### config.mk
export PLATFORM = sky130hd
export DESIGN_NAME = prover_round_collector
export DESIGN_NICKNAME = d
export VERILOG_FILES = /design/src/rtl/prover_round_collector_pkg.sv /design/src/rtl/prover_round_collector_round_slot_mem.sv /design/src/rtl/prover_round_collector.sv
export SDC_FILE = /design/constraint.sdc
export NUM_CORES = 2
export LEC_CHECK = 0
export ABC_AREA = 1
export CAP_MARGIN = 15
export CORE_MARGIN = 3
export CORE_UTILIZATION = 56
export CTS_CLUSTER_DIAMETER = 150
export DETAILED_ROUTE_END_ITERATION = 8
export PLACE_DENSITY = 0.92
export SLEW_MARGIN = 30
export SYNTH_ARGS = -nofsm -noshare
export SYNTH_HDL_FRONTEND = slang
export SYNTH_SLANG_ARGS = --single-unit
### constraint.sdc
create_clock -name clk -period 43.3 [get_ports clk]
set_input_delay 6.495 -clock clk [delete_from_list [all_inputs] [get_ports clk]]
set_output_delay 6.495 -clock clk [all_outputs]
set_load 0.1 [all_outputs]
### src/rtl/prover_round_collector_pkg.sv
// Shared types for the sumcheck round collector: slot metadata, round kinds
// and ready_code decoding.
package prover_round_collector_pkg;

  localparam logic KIND_F = 1'b0;
  localparam logic KIND_P = 1'b1;

  // Metadata fields are sized for the largest supported configuration and
  // narrowed at the collector outputs.
  localparam int META_CW = 16;
  localparam int META_RW = 32;

  localparam int CODE_FINAL_BIT = 1;

  typedef struct packed {
    logic [META_CW-1:0] count;
    logic               kind;
    logic [1:0]         code;
    logic [META_RW-1:0] rnd;
  } slot_meta_t;

  // ready_code 2'b00/2'b01 continue the sumcheck, 2'b1x is the final round.
  function automatic logic is_final(input logic [1:0] code);
    return code[CODE_FINAL_BIT];
  endfunction

endpackage

### src/rtl/prover_round_collector_round_slot_mem.sv
// Per-round word storage: nslots x npoints words, one word write port and a
// full-slot read of the head slot.
module prover_round_collector_round_slot_mem #(
  parameter int NBITS   = 64,
  parameter int NPOINTS = 8,
  parameter int NSLOTS  = 2,
  parameter int PW      = $clog2(NSLOTS),
  parameter int IW      = $clog2(NPOINTS)
) (
  input  logic             clk,
  input  logic             rst,
  input  logic             i_clear,
  input  logic             i_we,
  input  logic [PW-1:0]    i_wr_slot,
  input  logic [IW-1:0]    i_wr_idx,
  input  logic [NBITS-1:0] i_wr_data,
  input  logic [PW-1:0]    i_rd_slot,
  output logic [NBITS-1:0] o_rd_words [NPOINTS]
);

  logic [NBITS-1:0] r_mem [NSLOTS][NPOINTS];

  // Storage is zeroed so the head slot reads 0 after reset or a flush.
  always_ff @(posedge clk or posedge rst) begin
    if (rst) begin
      for (int s = 0; s < NSLOTS; s++)
        for (int i = 0; i < NPOINTS; i++) r_mem[s][i] <= '0;
    end else if (i_clear) begin
      for (int s = 0; s < NSLOTS; s++)
        for (int i = 0; i < NPOINTS; i++) r_mem[s][i] <= '0;
    end else if (i_we) begin
      r_mem[i_wr_slot][i_wr_idx] <= i_wr_data;
    end
  end

  assign o_rd_words = r_mem[i_rd_slot];

endmodule

### src/rtl/prover_round_collector.sv
// Collects prover-layer field words per sumcheck round into a small ring of
// slots and presents committed rounds on a valid/ready interface.
module prover_round_collector
  import prover_round_collector_pkg::*;
#(
  parameter int nbits   = 64,
  parameter int npoints = 8,
  parameter int nslots  = 2,
  parameter int nrbits  = 8
) (
  input  logic                         clk,
  input  logic                         rst,
  input  logic                         clear,
  input  logic                         f_wren,
  input  logic                         p_wren,
  input  logic [nbits-1:0]             fp_data,
  input  logic                         round_done,
  input  logic [1:0]                   round_code,
  output logic                         full,
  output logic                         out_valid,
  input  logic                         out_ready,
  output logic [nbits-1:0]             out_data [npoints],
  output logic [$clog2(npoints+1)-1:0] out_count,
  output logic                         out_kind,
  output logic [1:0]                   out_code,
  output logic                         out_last,
  output logic [nrbits-1:0]            out_round,
  output logic                         err_ovf,
  output logic                         err_drop,
  output logic                         err_kind
);

  localparam int CW = $clog2(npoints+1);
  localparam int PW = $clog2(nslots);
  localparam int OW = $clog2(nslots+1);
  localparam int IW = $clog2(npoints);

  logic [PW-1:0]     r_wr, r_rd;
  logic [OW-1:0]     r_occ;
  logic [CW-1:0]     r_cnt;
  logic              r_kind;
  logic [nrbits-1:0] r_rnd;
  logic              r_full, r_err_ovf, r_err_drop, r_err_kind;
  slot_meta_t        r_meta [nslots];

  logic          w_strobe, w_wr_ok, w_word, w_commit, w_pop, w_first;
  logic          w_kind_in, w_kind_cmt, w_mix, w_at_cap;
  logic [CW-1:0] w_cnt_cmt;
  logic [OW-1:0] w_occ_nxt;
  logic [PW-1:0] w_wr_nxt, w_rd_nxt;

  // While full every upstream event is dropped, even if a pop frees a slot
  // in the same cycle.
  assign w_strobe   = f_wren | p_wren;
  assign w_wr_ok    = w_strobe & ~r_full;
  assign w_at_cap   = (r_cnt == CW'(npoints));
  assign w_word     = w_wr_ok & ~w_at_cap;
  assign w_commit   = round_done & ~r_full;
  assign w_pop      = (r_occ != '0) & out_ready;
  assign w_first    = (r_cnt == '0);
  assign w_kind_in  = p_wren ? KIND_P : KIND_F;
  assign w_kind_cmt = (w_wr_ok & w_first) ? w_kind_in : r_kind;
  assign w_mix      = w_wr_ok & ((f_wren & p_wren) | (~w_first & (w_kind_in != r_kind)));
  assign w_cnt_cmt  = r_cnt + CW'(w_word);
  assign w_occ_nxt  = r_occ + OW'(w_commit) - OW'(w_pop);
  assign w_wr_nxt   = (r_wr == PW'(nslots-1)) ? '0 : r_wr + 1'b1;
  assign w_rd_nxt   = (r_rd == PW'(nslots-1)) ? '0 : r_rd + 1'b1;

  prover_round_collector_round_slot_mem #(
    .NBITS(nbits), .NPOINTS(npoints), .NSLOTS(nslots)
  ) u_mem (
    .clk        (clk),
    .rst        (rst),
    .i_clear    (clear),
    .i_we       (w_word),
    .i_wr_slot  (r_wr),
    .i_wr_idx   (IW'(r_cnt)),
    .i_wr_data  (fp_data),
    .i_rd_slot  (r_rd),
    .o_rd_words (out_data)
  );

  always_ff @(posedge clk or posedge rst) begin
    if (rst) begin
      r_wr <= '0; r_rd <= '0; r_occ <= '0; r_cnt <= '0; r_kind <= KIND_F;
      r_rnd <= '0; r_full <= 1'b0;
      r_err_ovf <= 1'b0; r_err_drop <= 1'b0; r_err_kind <= 1'b0;
      for (int s = 0; s < nslots; s++) r_meta[s] <= '0;
    end else if (clear) begin
      r_wr <= '0; r_rd <= '0; r_occ <= '0; r_cnt <= '0; r_kind <= KIND_F;
      r_rnd <= '0; r_full <= 1'b0;
      r_err_ovf <= 1'b0; r_err_drop <= 1'b0; r_err_kind <= 1'b0;
      for (int s = 0; s < nslots; s++) r_meta[s] <= '0;
    end else begin
      if (w_word) r_cnt <= r_cnt + 1'b1;
      if (w_wr_ok & w_first) r_kind <= w_kind_in;
      // A word strobed alongside round_done belongs to the closing round.
      if (w_commit) begin
        r_meta[r_wr] <= '{count: META_CW'(w_cnt_cmt), kind: w_kind_cmt,
                          code: round_code, rnd: META_RW'(r_rnd)};
        r_wr   <= w_wr_nxt;
        r_rnd  <= r_rnd + 1'b1;
        r_cnt  <= '0;
        r_kind <= KIND_F;
      end
      if (w_pop) r_rd <= w_rd_nxt;
      r_occ  <= w_occ_nxt;
      r_full <= (w_occ_nxt == OW'(nslots));
      if (w_wr_ok & w_at_cap) r_err_ovf <= 1'b1;
      if (r_full & (w_strobe | round_done)) r_err_drop <= 1'b1;
      if (w_mix) r_err_kind <= 1'b1;
    end
  end

  assign full      = r_full;
  assign out_valid = (r_occ != '0);
  assign out_count = CW'(r_meta[r_rd].count);
  assign out_kind  = r_meta[r_rd].kind;
  assign out_code  = r_meta[r_rd].code;
  assign out_last  = is_final(r_meta[r_rd].code);
  assign out_round = nrbits'(r_meta[r_rd].rnd);
  assign err_ovf   = r_err_ovf;
  assign err_drop  = r_err_drop;
  assign err_kind  = r_err_kind;

endmodule

==> impl_metrics.ini <==
[outcome]
status = completed

[floorplan]
io_pins = 606
core_sq_um = 84500
dieArea_sq_um = 89600
initial_core_util_pct = 57.0
row_count = 106
die_x_um = 299
fp.dieH_um = 299

[power]
p_seq_share_pct = 39.3
clkPwrFrac_pct = 35.1
p_sw_share_pct = 37.6
combPwrFrac_pct = 25.7
p_leak_nw = 32.4
p_switching_mw = 1.04
ir_worst_vdd_v = 0.0000529
power_density_nw_per_um2 = 47.7
power.internal_mw = 1.73

[sta]
maxSlewHeadroom_pct = 30.5
finalHoldWorstSlack_ns = 0.470
setup_viol = 0
fin_setup_tns_ns = 0
grt_setup_unrepaired = no
period_share_pct = 27.9
slew_violations = 0
final-hold-violation-count = 0
fmax_mhz = 82.7
worst_slew_pin_slew_ns = 1.04
skew_ns = 0.0281
fin_crit_ns = 12.09

[setup_path]
r2r_start = r_cnt[0]
endpoint_kind = output pin
crit_fanout = 185
path_class = flop to output pin
crit_slowest_cell = clkdlybuf4s50_1
reg2reg_to = u_mem.r_mem[915]
critPathRequiredTime_ns = 36.81
reg2regPathDepth = 8
path_buf_inv = 5
critPathMaxStageDelay_ns = 1.17
r2r_slack_ns = 39.29
critPathLaunchType = flop
crit_chain = inv_12 -> buf_12 -> buf_16 -> buf_6 -> nand2_1 -> nand2_1 -> clkdlybuf4s50_1
crit_arrival_ns = 5.60
path_common_cell = nand2_1
crit_family = buffers and inverters

[min_path]
min_path_cells = 2
whs_endpoint = u_mem.r_mem[160]
min_from = u_mem.r_mem[160]
hold_class = flop to flop

[routing]
wirelength_um = 176000
antenna_left = 0
drtIter0Drc = 6991
firstDrtPassIters = 9
viasPerCell = 5.84
wire_per_inst_um = 22.0
drc_errors = 0
vias = 46700

[placement]
hpwl_um = 105000
io_buffers = 605
place.gp.congestion = 0.928

[grt]
grt_antenna_before_repair = 6
grt_usage_pct = 38.5
grt.overflow.total = 0
grtUsageMet1_pct = 46.3
grt_use_met3_pct = 11.6
grt_util_met2_pct = 58.3
grt_pass1_wl_um = 265000
grt_pass1_vias = 45900
busiest_layer = met2
grt_max_degree = 223

[logic_synthesis]
ys_seq_elements = 1075
yosysWarnings = 0
yosysTopAreaCell = dfrtp_1
post_synth_num_cell_types = 30
synth_fp_nets = 6506
syn_area_per_cell_sq_um = 7.50
netlist_instances = 6426
synth_top_area_share_pct = 55.8
netlist_area_sq_um = 48200
seq_area_frac_synth_pct = 55.8
synth_area_leaders = dfrtp_1 56%, nand2_1 34%, buf_2 2.2%, o21ai_0 1.7%, nand3_1 1.6%

[flow_run]
cap_viol_max_count = 0

[cts]
clk_pin_slew_ns = 0.06
htree_levels = 3
cts_setup_buffers = 0
clock_latency_ns = 0.69
clockRootBuffer = clkbuf_16
cts_buffers = 108
numClockSinks = 1075
tritoncts = yes
cts_buffer_depth = 3
cts_resized = 0
ctsHoldBuffers = 0

[finish]
drive_gt1_share_pct = 4.01
layout.cells.most_common = nand2_1
final_cell_mix = 4,367 x nand2_1, 1,074 x dfrtp_1, 589 x clkdlybuf4s50_1
final_nets = 6845
syn_to_final_growth_pct = 20.4
[power groups by stage]
stage	Sequential (mW)	Clock, mW	Combinational [mW]
floorplan	1.10	0	0.500
global placement	1.10	0	0.680
detailed placement	1.10	0	0.689
CTS	1.08	0.970	0.693
global route	1.09	1.01	0.734
finish	1.09	0.971	0.710
[routing by layer]
metal	routed length, um	up-vias
li1	-	20000
met1	59700	22000
met2	78000	3722
met3	22100	891
met4	15700	6
met5	34	-
[logic make-up after synthesis]
| group | after synthesis | share of synthesized area (%) |
|---|---|---|
| simple gates | 4617 | 36.8 |
| flops | 1075 | 55.8 |
| buf+inv | 533 | 5.06 |
| compound gates | 189 | 2.01 |
| fa+ha+maj | 7 | 0.182 |
| xor+xnor | 5 | 0.0909 |
[cell usage after synthesis (all sizes together)]
cell type and n:
buf 274, clkinv 3, a21oi 8, o21a 1
or2 1, ha 7, xnor2 2, xor2 3
nand4 11, o21ai 166, nand2 4383, nand3b 3
dfrtp 1075, nor2 59, o22ai 14, nand3 158
inv 116, clkbuf 140, nor3 2
[registers in the layout (all words and copies together) (netlist names)]
| name | flops |
|---|---|
| err_drop | 1 |
| err_kind | 1 |
| err_ovf | 1 |
| full | 1 |
| r_cnt | 4 |
| r_kind | 1 |
| r_meta | 30 |
| r_occ | 2 |
| r_rd | 1 |
| r_rnd | 8 |
| r_wr | 1 |
| u_mem.r_mem | 1024 |
[layout make-up]
class / count / area, sq um
antenna: 3 / 7.51
clock buffer: 161 / 3180
clock inverter: 41 / 505
fill: 6207 / 26500
inverter: 119 / 472
multi-input combinational: 4818 / 19100
sequential: 1075 / 26900
tap: 1134 / 1420
timing repair buffer: 643 / 6430
[tightest hold or removal path, stage by stage, from the launching register on]
cell and delay [ns]:
dfrtp_1 0.34, nand2_1 0.05, nand2_1 0.05
[per-stage QoR]
stage,std cells,utilization [%],instance area (sq um),power (mW),worst slack [ns]
after CTS,7988,68.4,57800,2.75,31.30
final,7994,68.6,58000,2.77,31.21
after floorplan,6426,-,48200,1.60,6.54
after global placement,7785,64.0,54100,1.78,31.92
after detailed placement,7786,64.1,54100,1.79,32.02
after global routing,7992,68.6,58000,2.84,31.07
[worst max path at each step]
stage / start / to / depth (start not counted)
floorplan: rst / err_drop / 1
global placement: r_rd / out_data[91] / 6
detailed placement: r_rd / out_data[156] / 6
CTS: r_rd / out_data[208] / 6
global route: r_rd / out_data[212] / 7
finish: r_rd / out_data[17] / 7
No activity file was read; power rests on OpenSTA's default activity.
